File: config.mk
export PLATFORM = sky130hd
export DESIGN_NAME = ifetch_ctrl
export DESIGN_NICKNAME = d
export VERILOG_FILES = /design/src/rtl/ifetch_pkg.sv /design/src/rtl/fetch_queue.sv /design/src/rtl/ifetch_ctrl.sv
export SDC_FILE = /design/constraint.sdc
export NUM_CORES = 1
export LEC_CHECK = 0
export ABC_AREA = 1
export CORE_MARGIN = 1
export CORE_UTILIZATION = 30
export CTS_CLUSTER_DIAMETER = 150
export CTS_CLUSTER_SIZE = 14
export DETAILED_ROUTE_END_ITERATION = 7
export GPL_TIMING_DRIVEN = 0
export HOLD_SLACK_MARGIN = 0.12
export RECOVER_POWER = 100
export SLEW_MARGIN = 20
export SYNTH_ARGS = -nofsm -noshare
export SYNTH_HDL_FRONTEND = slang
export SYNTH_SLANG_ARGS = --single-unit
export TNS_END_PERCENT = 1
File: constraint.sdc
create_clock -name clk -period 5.1 [get_ports clk]
set_input_delay 1.02 -clock clk [delete_from_list [all_inputs] [get_ports clk]]
set_output_delay 1.02 -clock clk [all_outputs]
set_load 0.1 [all_outputs]
File: src/rtl/ifetch_pkg.sv
// rtl/ifetch_pkg.sv - shared types and constants for the instruction-fetch controller
package ifetch_pkg;

    typedef enum logic {
        IDLE = 1'b0,
        RUN  = 1'b1
    } fetch_state_t;

    typedef struct packed {
        logic [31:0] pc;
        logic [31:0] instr;
    } fetch_entry_t;

    localparam int          ENTRY_W = $bits(fetch_entry_t);
    localparam logic [31:0] PC_STEP = 32'd1;

endpackage

File: src/rtl/fetch_queue.sv
// rtl/fetch_queue.sv - synchronous prefetch FIFO of {pc, instr} entries with flush
module fetch_queue
    import ifetch_pkg::*;
#(
    parameter int DEPTH = 2
) (
    input  logic                   clk,
    input  logic                   rst,
    input  logic                   push,
    input  logic                   pop,
    input  logic                   flush,
    input  logic [ENTRY_W-1:0]     wdata,
    output logic [ENTRY_W-1:0]     rdata,
    output logic                   full,
    output logic                   empty,
    output logic [$clog2(DEPTH):0] count
);
    localparam int AW = $clog2(DEPTH);
    localparam int CW = AW + 1;

    fetch_entry_t  mem [DEPTH];
    logic [AW-1:0] rd_ptr;
    logic [AW-1:0] wr_ptr;
    logic          do_push;
    logic          do_pop;

    assign empty   = (count == '0);
    assign full    = (count == CW'(DEPTH));
    assign do_pop  = pop && !empty;
    // A full queue still accepts a push when the head leaves in the same cycle.
    assign do_push = push && (!full || do_pop);
    assign rdata   = mem[rd_ptr];

    always_ff @(posedge clk) begin
        if (do_push && !flush) begin
            mem[wr_ptr] <= fetch_entry_t'(wdata);
        end
    end

    always_ff @(posedge clk) begin
        if (rst || flush) begin
            rd_ptr <= '0;
            wr_ptr <= '0;
            count  <= '0;
        end else begin
            if (do_push) wr_ptr <= wr_ptr + AW'(1);
            if (do_pop)  rd_ptr <= rd_ptr + AW'(1);
            case ({do_push, do_pop})
                2'b10:   count <= count + CW'(1);
                2'b01:   count <= count - CW'(1);
                default: ;
            endcase
        end
    end

endmodule

File: src/rtl/ifetch_ctrl.sv
// rtl/ifetch_ctrl.sv - PC, fetch FSM and redirect logic feeding decode through a prefetch queue
// Optional IFETCH_PERF_EN adds perf_fetch_cnt / perf_stall_cnt counters.
module ifetch_ctrl
    import ifetch_pkg::*;
#(
    parameter int          FIFO_DEPTH = 2,
    parameter logic [31:0] RESET_PC   = 32'd0
) (
    input  logic        clk,
    input  logic        rst,
    input  logic        fetch_en,
    output logic [31:0] imem_addr,
    input  logic [31:0] imem_instr,
    input  logic        redirect_valid,
    input  logic [31:0] redirect_pc,
    output logic        out_valid,
    input  logic        out_ready,
    output logic [31:0] out_instr,
    output logic [31:0] out_pc
`ifdef IFETCH_PERF_EN
    ,
    output logic [31:0] perf_fetch_cnt,
    output logic [31:0] perf_stall_cnt
`endif
);
    localparam int CW = $clog2(FIFO_DEPTH) + 1;

    fetch_state_t       state;
    logic [31:0]        pc;
    logic               fetch;
    logic               deq;
    logic               q_full;
    logic               q_empty;
    logic [CW-1:0]      q_count_unused;
    logic [ENTRY_W-1:0] q_wdata;
    logic [ENTRY_W-1:0] q_rdata;
    fetch_entry_t       head;

    assign imem_addr = pc;
    assign out_valid = !q_empty;
    assign deq       = out_valid && out_ready;
    // Redirect wins over fetch: the word at the old PC must never be enqueued.
    assign fetch     = (state == RUN) && !redirect_valid && (!q_full || deq);
    assign q_wdata   = {pc, imem_instr};
    assign head      = fetch_entry_t'(q_rdata);
    assign out_instr = out_valid ? head.instr : 32'd0;
    assign out_pc    = out_valid ? head.pc    : 32'd0;

    always_ff @(posedge clk) begin
        if (rst) begin
            state <= IDLE;
            pc    <= RESET_PC;
        end else begin
            case (state)
                IDLE:    if (fetch_en)  state <= RUN;
                RUN:     if (!fetch_en) state <= IDLE;
                default: state <= IDLE;
            endcase
            if (redirect_valid) begin
                pc <= redirect_pc;
            end else if (fetch) begin
                pc <= pc + PC_STEP;
            end
        end
    end

    fetch_queue #(
        .DEPTH(FIFO_DEPTH)
    ) u_queue (
        .clk   (clk),
        .rst   (rst),
        .push  (fetch),
        .pop   (deq),
        .flush (redirect_valid),
        .wdata (q_wdata),
        .rdata (q_rdata),
        .full  (q_full),
        .empty (q_empty),
        .count (q_count_unused)
    );

`ifdef IFETCH_PERF_EN
    always_ff @(posedge clk) begin
        if (rst) begin
            perf_fetch_cnt <= 32'd0;
            perf_stall_cnt <= 32'd0;
        end else begin
            if (fetch)                   perf_fetch_cnt <= perf_fetch_cnt + 32'd1;
            if (out_valid && !out_ready) perf_stall_cnt <= perf_stall_cnt + 32'd1;
        end
    end
`endif

endmodule

==> flow_summary.ini, run 1 <==
[run_status]
outcome = complete, but fails checks
failed_checks = capacitance limit, slew limit

[grt]
grt_pass1_vias = 5575
track_usage_pct = 16.71
grt_max_degree = 25
grt_pass1_wl_mm = 30.94
overflow = 0
antenna_found_initial = 1

[logic_synthesis]
synth_seq_cells = 166
yosysTopAreaCell = edfxtp_1
synthXorXnorAreaFrac_pct = 1.079
yosys_warnings = 0
avgSynthCellArea_um2 = 9.486
yosys-top-cells-count = 258 x nand2_1, 128 x edfxtp_1, 94 x a21oi_1, 59 x inv_1, 41 x nor2_1
synth_edf_count = 128
synth_top_family_by_area = simple AND/OR/NAND/NOR gates
synth_nets = 841
synthMuxAreaShare_pct = 0
synthAdderAreaFrac_pct = 0.3426
async_reset_ff_share_pct = 0
synth-simple-area-share_pct = 20.83
ys_seq_area_share_pct = 63.04
synthCells = 770
netlist_area_mm2 = 0.007305
yosys_most_used_dff = edfxtp_1
synthTopCellsByArea = edfxtp_1 53%, nand2_1 13%, dfxtp_1 10%
synth_cell_types = 30
synth_top_area_share_pct = 52.62
synth-compound-area-share_pct = 9.215
yosysMostFrequentCell = nand2_1

[timing]
relSlewSlack_pct = -40.46
min_period_ps = 4296
finalCritPeriodShare_pct = 84.23
setup_violations = 0
worst_pin_slew_ps = 2099
hold_violations = 0
fmax_mhz = 232.8
slew_violations = 18
fin_tns_setup_ps = 0
grt_setup_unrepaired = false
finClkSkew_ps = 10.19

[finish]
fin_nets = 1028
area_growth_pct = 35.39
fillers = 2373
diodes = 0
final_util_pct = 41.76
final_layout_size_suffix_gt1_share_pct = 5.979

[floorplanning]
die_w_um = 158.0
core_area_mm2 = 0.02368
die_h_um = 158.0
rows = 56
start_util_pct = 30.84
die_area_mm2 = 0.02498
io_pins = 166

[cts]
clk_pin_slew_ps = 60
clock_latency_ps = 420
htree_levels = 4
cts-buffers-inserted = 17
holdBufCountCts = 0
clkSinkCount = 166
cts_tree = built
cts.path.max_buffers = 2
postCtsSetupRepairBufs = 0
cts_resized = 0
cts_root_buffer = clkbuf_16

[setup_path]
path_class = input port to flip-flop
critPathRequiredTime_ps = 5140
cp_slowest_cell = clkbuf_1
cp_cell_sequence = dlygate4sd3_1 > inv_1 > nand3_1 > nand3_1 > nor2_1 > clkbuf_1 > clkbuf_1
path_max_fanout = 20
slowest_delay_ps = 940
start_kind = input port
arrival_ps = 4340
crit_path_end_kind = flip-flop

[detailed_routing]
via_count = 5845
viasPerCell = 4.535
drt_wl_total_mm = 20.29
antenna_left = 0
wire_per_inst_um = 15.74
drt_drc_violations_left = 0
drtIter0Drc = 418
firstDrtPassIters = 5

[run]
drv_cap = 1

[pwr]
p_int_mw = 2.247
power.switching_mw = 0.8413
swShare_pct = 27.25
seq_power_share_pct = 49.6
p_clk_share_pct = 37.7
p_leak_nw = 3.830
pwr-share-comb_pct = 12.6
p_per_area_mw_per_mm2 = 312.2
max-vdd-ir-drop_mv = 0.1648

[place]
port_buffers = 163
place_congestion = 0.8607
dp_hpwl_mm = 14.68

[min_path]
hold_class = flip-flop to flip-flop
## cells in the final DEF (no fill, tap or decap), types with 18 or more instances in the layout
cell / netlist / layout
a21oi_1: 94 / 94
clkbuf_16: 0 / 18
dlygate4sd3_1: 0 / 130
o21ai_0: 27 / 27
clkbuf_1: 16 / 26
inv_1: 59 / 60
nor2_1: 41 / 41
dfxtp_1: 38 / 38
clkdlybuf4s50_1: 0 / 33
edfxtp_1: 128 / 128
nand2_1: 258 / 259
nand3_1: 38 / 39
## worst paths after layout
kind         slack, ps            endpoint  cells past startpoint              from
max                800  u_queue.mem[1][21]                      7         out_ready
min reg2reg        470      u_queue.rd_ptr                      1    u_queue.rd_ptr
max reg2reg       1560  u_queue.mem[1][21]                      6  u_queue.count[0]
min                470      u_queue.rd_ptr                      1    u_queue.rd_ptr
## power by group through the flow
stage / clock network (mW) / registers (mW) / logic [mW]
2_1_floorplan: 0 / 1.66 / 0.159
3_3_place_gp: 0 / 1.56 / 0.402
3_5_place_dp: 0 / 1.56 / 0.409
4_1_cts: 1.19 / 1.53 / 0.411
5_1_grt: 1.25 / 1.54 / 0.413
6_report: 1.17 / 1.53 / 0.390
## cell families after synthesis
| logic type | after synthesis |
|---|---|
| AO/OA/AOI/OAI | 131 |
| buffers and inverters | 101 |
| XOR/XNOR | 9 |
| adder cells (fa/ha/maj) | 2 |
| AND/OR/NAND/NOR | 361 |
| flip-flops | 166 |
## per-layer routing
layer / GRT usage, % / wire length, um / vias up
met2: 27.35 / 9717 / 183
met1: 21.82 / 8966 / 2705
li1: - / - / 2935
met4: 5.907 / 248 / 2
met3: 3.449 / 1344 / 20
met5: 0 / 17 / -
## registers in the layout, summed over array words and instances (netlist names), named ones only
name and count:
imem_addr 32, u_queue.mem 128, state 1, u_queue.wr_ptr 1, u_queue.rd_ptr 1, u_queue.count 2
## worst max-delay path: cells and delay by family
family / cells / cell delay [ps]
buffers and inverters: 4 / 2270
AND/OR/NAND/NOR: 3 / 1020
## stage by stage
stage | worst slack, ps | instance area (um^2) | instances | hold WS [ps] | power [mW]
finish | 804.0 | 9889 | 1289 | 468.4 | 3.088
global route | 540.7 | 9889 | 1289 | 493.3 | 3.195
floorplan | 509.9 | 7305 | 770 | 425.5 | 1.818
detailed placement | 1392 | 9458 | 1257 | 444.9 | 1.971
CTS | 930.7 | 9983 | 1289 | 464.5 | 3.130
global placement | -1756 | 9335 | 1252 | 434.5 | 1.966
## final cells by class
class	instances	area [um^2]	share of cell area (%)
Sequential cell	166	4604	46.56
Inverter	68	255.2	2.581
Clock buffer	23	469.2	4.744
Buffer	33	130.1	1.316
Tap cell	319	399.1	4.036
Timing Repair Buffer	168	1684	17.03
Clock inverter	9	56.30	0.5693
Multi-Input combinational cell	503	2291	23.17
(Power assumes the default switching activity.)
==> inputs of run 2 (changes only) <==
clock period = 3.6 ns   (was 5.1 ns; I/O delays follow)
==> run 2 against run 1 <==
Against the previous run: the run now ends clean; highest routed layer unchanged; cell area down 2.4%; utilization down 1.0 points; hold slack worse by 6.7 ps; sequential power up 42%; register-to-register slack worse by 830 ps; flip-flop and latch count unchanged; worst setup slack worse by 600 ps; clock skew down 2.2 ps.
==> flow_summary.ini, run 2 (synthesis results as in run 1) <==
[cts]
cts_tree = built
clock_latency_ps = 420
clk_pin_slew_ps = 70
cts.path.max_buffers = 2
clkSinkCount = 166
postCtsSetupRepairBufs = 0
htree_levels = 4
cts_root_buffer = clkbuf_16
cts-buffers-inserted = 17

[floorplanning]
start_util_pct = 30.84
io_pins = 166
rows = 56
core_area_mm2 = 0.02368
die_area_mm2 = 0.02498
die_w_um = 158.0
die_h_um = 158.0

[place]
port_buffers = 163
place_congestion = 0.8334
dp_slack_ps = 200.8
dp_hpwl_mm = 14.52
dp.cells = 1257

[finish]
seq_area_mm2 = 0.004604
final_layout_size_suffix_gt1_share_pct = 6.598
largest_reg_flops = 128
area_growth_pct = 32.12
fin_nets = 1028
fin_cells = 1290
multiInputGateArea_mm2 = 0.002293
final_common_cell = nand2_1
fillers = 2407
final_cell_mix = 259 x nand2_1, 128 x edfxtp_1, 94 x a21oi_1
top_register = u_queue.mem

[grt]
grt_pass1_wl_mm = 31.04
overflow = 0
track_usage_pct = 16.75
grt_max_degree = 25
antenna_found_initial = 1
grt_pass1_vias = 5587

[setup_path]
path_class = flip-flop to output pin
rrSetupSlack_ps = 730
r2r_cells = 6
critPathRequiredTime_ps = 2880
crit_path_end_kind = output pin
arrival_ps = 2680
path_max_fanout = 10
start_kind = flip-flop

[timing]
setup_ws_ps = 204.0
finClkSkew_ps = 8.030
min_period_ps = 3396
fmax_mhz = 294.5
finalCritPeriodShare_pct = 94.33
slew_violations = 0
worst_pin_slew_ps = 1412
grt_setup_unrepaired = false
setup_violations = 0
hold_violations = 0
relSlewSlack_pct = 5.797
holdWs_ps = 461.8
fin_tns_setup_ps = 0

[pwr]
pwr-share-comb_pct = 11.8
fin_total_pwr_mw = 4.608
swShare_pct = 26.21
power.switching_mw = 1.208
p_per_area_mw_per_mm2 = 477.5
p_clk_share_pct = 41.1
max-vdd-ir-drop_mv = 0.2676
seq_power_share_pct = 47.1
p_int_mw = 3.400
p_leak_nw = 3.569

[detailed_routing]
wire_per_inst_um = 15.92
top_layer = met5
drt_drc_violations_left = 0
via_count = 5846
drtIter0Drc = 453
viasPerCell = 4.532
drt_wl_total_mm = 20.54
met1_length_mm = 9.265
antenna_left = 0
met3WireLength_mm = 1.317
firstDrtPassIters = 5
dr_wl_met2_mm = 9.806

[min_path]
worstHoldPathCells = 1
hold_class = flip-flop to flip-flop

[run_status]
outcome = finished, final reports clean

[run]
drv_cap = 0
[run 2: final cells by class]
class / count / share of cell area (%)
buffer: 33 / 1.361
clock inverter: 11 / 1.530
timing repair buffer: 168 / 13.95
multi-input combinational: 503 / 23.77
inverter: 68 / 2.645
clock buffer: 21 / 4.875
antenna: 1 / 0.02593
sequential: 166 / 47.71
tap: 319 / 4.136
[run 2: stage by stage]
stage | util (%) | instance area [um^2]
after floorplan | - | 7307
after global placement | 39.43 | 9338
after global routing | 40.74 | 9648
final | 40.75 | 9651
after CTS | 42.30 | 10020
after detailed placement | 40.00 | 9473
[run 2: what timing repair did]
item | 4_1_cts | 5_1_grt
gates resized for setup | 59 | 3
setup endpoints to repair | 59 | 3
pin swaps | 0 | 0
cloned | 0 | 0
hold buffers | 0 | 0
[run 2: power groups by stage]
stage | logic [mW] | registers (mW) | clock network, mW
global placement | 0.570 | 2.22 | 0
CTS | 0.577 | 2.17 | 1.94
floorplan | 0.226 | 2.35 | 0
detailed placement | 0.584 | 2.21 | 0
global route | 0.576 | 2.18 | 2.02
finish | 0.543 | 2.17 | 1.89
[run 2: path summary, 6_finish.rpt]
path	end	startpoint
hold reg to reg	u_queue.rd_ptr	u_queue.rd_ptr
setup / recovery	out_pc[14]	flip-flop
setup reg to reg	u_queue.mem[1][15]	u_queue.count[0]
hold / removal	u_queue.rd_ptr	u_queue.rd_ptr
[run 2: critical path, cell delays in order (launching register included)]
cell and delay (ps):
dfxtp_1 340, buf_2 260, clkbuf_1 410, nand2_1 90, a21oi_1 180, clkbuf_1 970
[run 2: metal layers]
metal	GRT usage, %	vias up
li1	-	2939
met1	21.78	2712
met4	3.846	2
met2	27.88	179
met5	0	-
met3	4.243	14
==> inputs of run 3 (changes only) <==
RECOVER_POWER = default   (was 100)
==> run 3 against run 2 <==
Against the previous run: via count shrank 0.56%; clock skew up 1.6 ps; cell area increased by 3.9%; critical endpoint is now out_pc[9]; largest power group unchanged.
==> flow_summary.ini, run 3 (synthesis results as in run 1) <==
[run_status]
outcome = finished, final reports clean

[detailed_routing]
firstDrtPassIters = 5
drtIter0Drc = 404
drt_wl_total_mm = 20.27
via_count = 5813
viasPerCell = 4.510
antenna_left = 0
drt_drc_violations_left = 0
wire_per_inst_um = 15.72

[pwr]
p_int_mw = 3.428
swShare_pct = 26.09
p_leak_nw = 3.919
fin_total_pwr_mw = 4.638
pwr-share-comb_pct = 12.3
seq_power_share_pct = 46.8
power.switching_mw = 1.210
p_clk_share_pct = 40.9
p_per_area_mw_per_mm2 = 462.7
max-vdd-ir-drop_mv = 0.2672

[floorplanning]
io_pins = 166
start_util_pct = 30.84
die_area_mm2 = 0.02498
core_area_mm2 = 0.02368
die_h_um = 158.0
die_w_um = 158.0
rows = 56

[finish]
diodes = 0
seq_area_mm2 = 0.004604
final_layout_size_suffix_gt1_share_pct = 7.423
final_cell_mix = 258 x nand2_1, 128 x edfxtp_1, 101 x clkdlybuf4s50_1
fin_nets = 1028
largest_reg_flops = 128
area_growth_pct = 37.24
final_common_cell = nand2_1
fillers = 2369
top_register = u_queue.mem
multiInputGateArea_mm2 = 0.002313

[timing]
setup_violations = 0
fmax_mhz = 296.3
relSlewSlack_pct = 29.84
finClkSkew_ps = 9.630
slew_violations = 0
grt_setup_unrepaired = false
finalCritPeriodShare_pct = 93.75
min_period_ps = 3375
worst_pin_slew_ps = 1057
setup_ws_ps = 225.1
holdWs_ps = 461.1
hold_violations = 0

[setup_path]
path_class = flip-flop to output pin
rrSetupSlack_ps = 1410
path_max_fanout = 10
crit_path_end_kind = output pin
cp_slowest_cell = dlygate4sd2_1
start_kind = flip-flop
timing.rr.start = u_queue.count[0]
crit_buf_inv = 3
slowest_delay_ps = 890
crit_cells = 5
r2r-end = u_queue.mem[1][15]
r2r_cells = 6
cp_cell_sequence = buf_2 > clkbuf_1 > nand2_1 > a21oi_1 > dlygate4sd2_1
cpLargestDelayFamily = buffers and inverters
critPathRequiredTime_ps = 2880
arrival_ps = 2650

[cts]
clock_latency_ps = 420
postCtsSetupRepairBufs = 0
cts_tree = built
cts.path.max_buffers = 2
cts-buffers-inserted = 17
clkSinkCount = 166
clk_pin_slew_ps = 70
cts_root_buffer = clkbuf_16
htree_levels = 4

[place]
port_buffers = 163
dp_hpwl_mm = 14.52
dp_slack_ps = 200.8
place_congestion = 0.8334

[min_path]
holdPathEnd = u_queue.rd_ptr
hold_class = flip-flop to flip-flop
worstHoldPathCells = 1
worstHoldStart = u_queue.rd_ptr

[grt]
antenna_found_initial = 0
track_usage_pct = 16.75
grt_pass1_vias = 5587
grt_max_degree = 25
grt_pass1_wl_mm = 31.04
overflow = 0

[run]
drv_cap = 0
run 3: cell count changes in the layout (fill, tap and decap cells not counted), sizes merged:
cell,delta
clkdlybuf4s50,+68
dlygate4sd3,-68
clkbuf,-64
dlygate4sd2,+51
buf,+10
dlymetal6s2s,+3
diode,-1
run 3: power by group through the flow:
| stage | Combinational, mW | Clock (mW) | Sequential [mW] |
|---|---|---|---|
| 2_1_floorplan | 0.226 | 0 | 2.35 |
| 3_3_place_gp | 0.570 | 0 | 2.22 |
| 3_5_place_dp | 0.584 | 0 | 2.21 |
| 4_1_cts | 0.577 | 1.94 | 2.17 |
| 5_1_grt | 0.606 | 2.02 | 2.18 |
| 6_report | 0.572 | 1.90 | 2.17 |
run 3: worst reg2reg max path, stage by stage, from the launching register on:
cell and delay (ps):
dfxtp_1 370, inv_1 80, nand3_1 80, nand3_2 200
nor2_4 680, buf_12 280, buf_16 190
run 3: repair_timing:
item / CTS / global route
endpoints found under the setup margin: 59 / 3
gates resized for setup: 59 / 3
hold buffers: 0 / 0
endpoints found under the hold margin: 0 / 0
pin swaps: 0 / 0
run 3: final cells by class:
class | count | area share [%]
buffer | 33 | 1.460
sequential | 166 | 45.93
timing repair buffer | 168 | 16.84
inverter | 68 | 2.546
tap | 319 | 3.982
clock buffer | 21 | 4.693
multi-input combinational | 503 | 23.08
clock inverter | 11 | 1.473
run 3: metal layers:
| layer | share of wire [%] | vias to the layer above | global-route usage (%) |
|---|---|---|---|
| li1 | - | 2937 | - |
| met1 | 45 | 2694 | 21.78 |
| met2 | 48 | 170 | 27.88 |
| met3 | 6.5 | 12 | 4.243 |
| met4 | 0.66 | 0 | 3.846 |
| met5 | 0 | - | 0 |
run 3: how the worst max path moves through the flow:
stage	from	slack [ps]	end
after floorplan	redirect_valid	-670	u_queue.mem[0][0]
after global placement	out_ready	-2880	u_queue.mem[0][25]
after detailed placement	u_queue.count[1]	200	out_pc[0]
after CTS	flip-flop	6	out_instr[6]
after global routing	u_queue.count[1]	20	out_pc[0]
final	flip-flop	230	out_pc[9]
run 3: per-stage QoR:
step | TNS, ps | util (%) | area, um^2 | cells
floorplan | -42970 | - | 7307 | 770
global placement | -255990 | 39.43 | 9338 | 1252
CTS | 0 | 42.30 | 10020 | 1289
finish | 0 | 42.33 | 10020 | 1289
detailed placement | 0 | 40.00 | 9473 | 1257
global route | 0 | 42.33 | 10020 | 1289
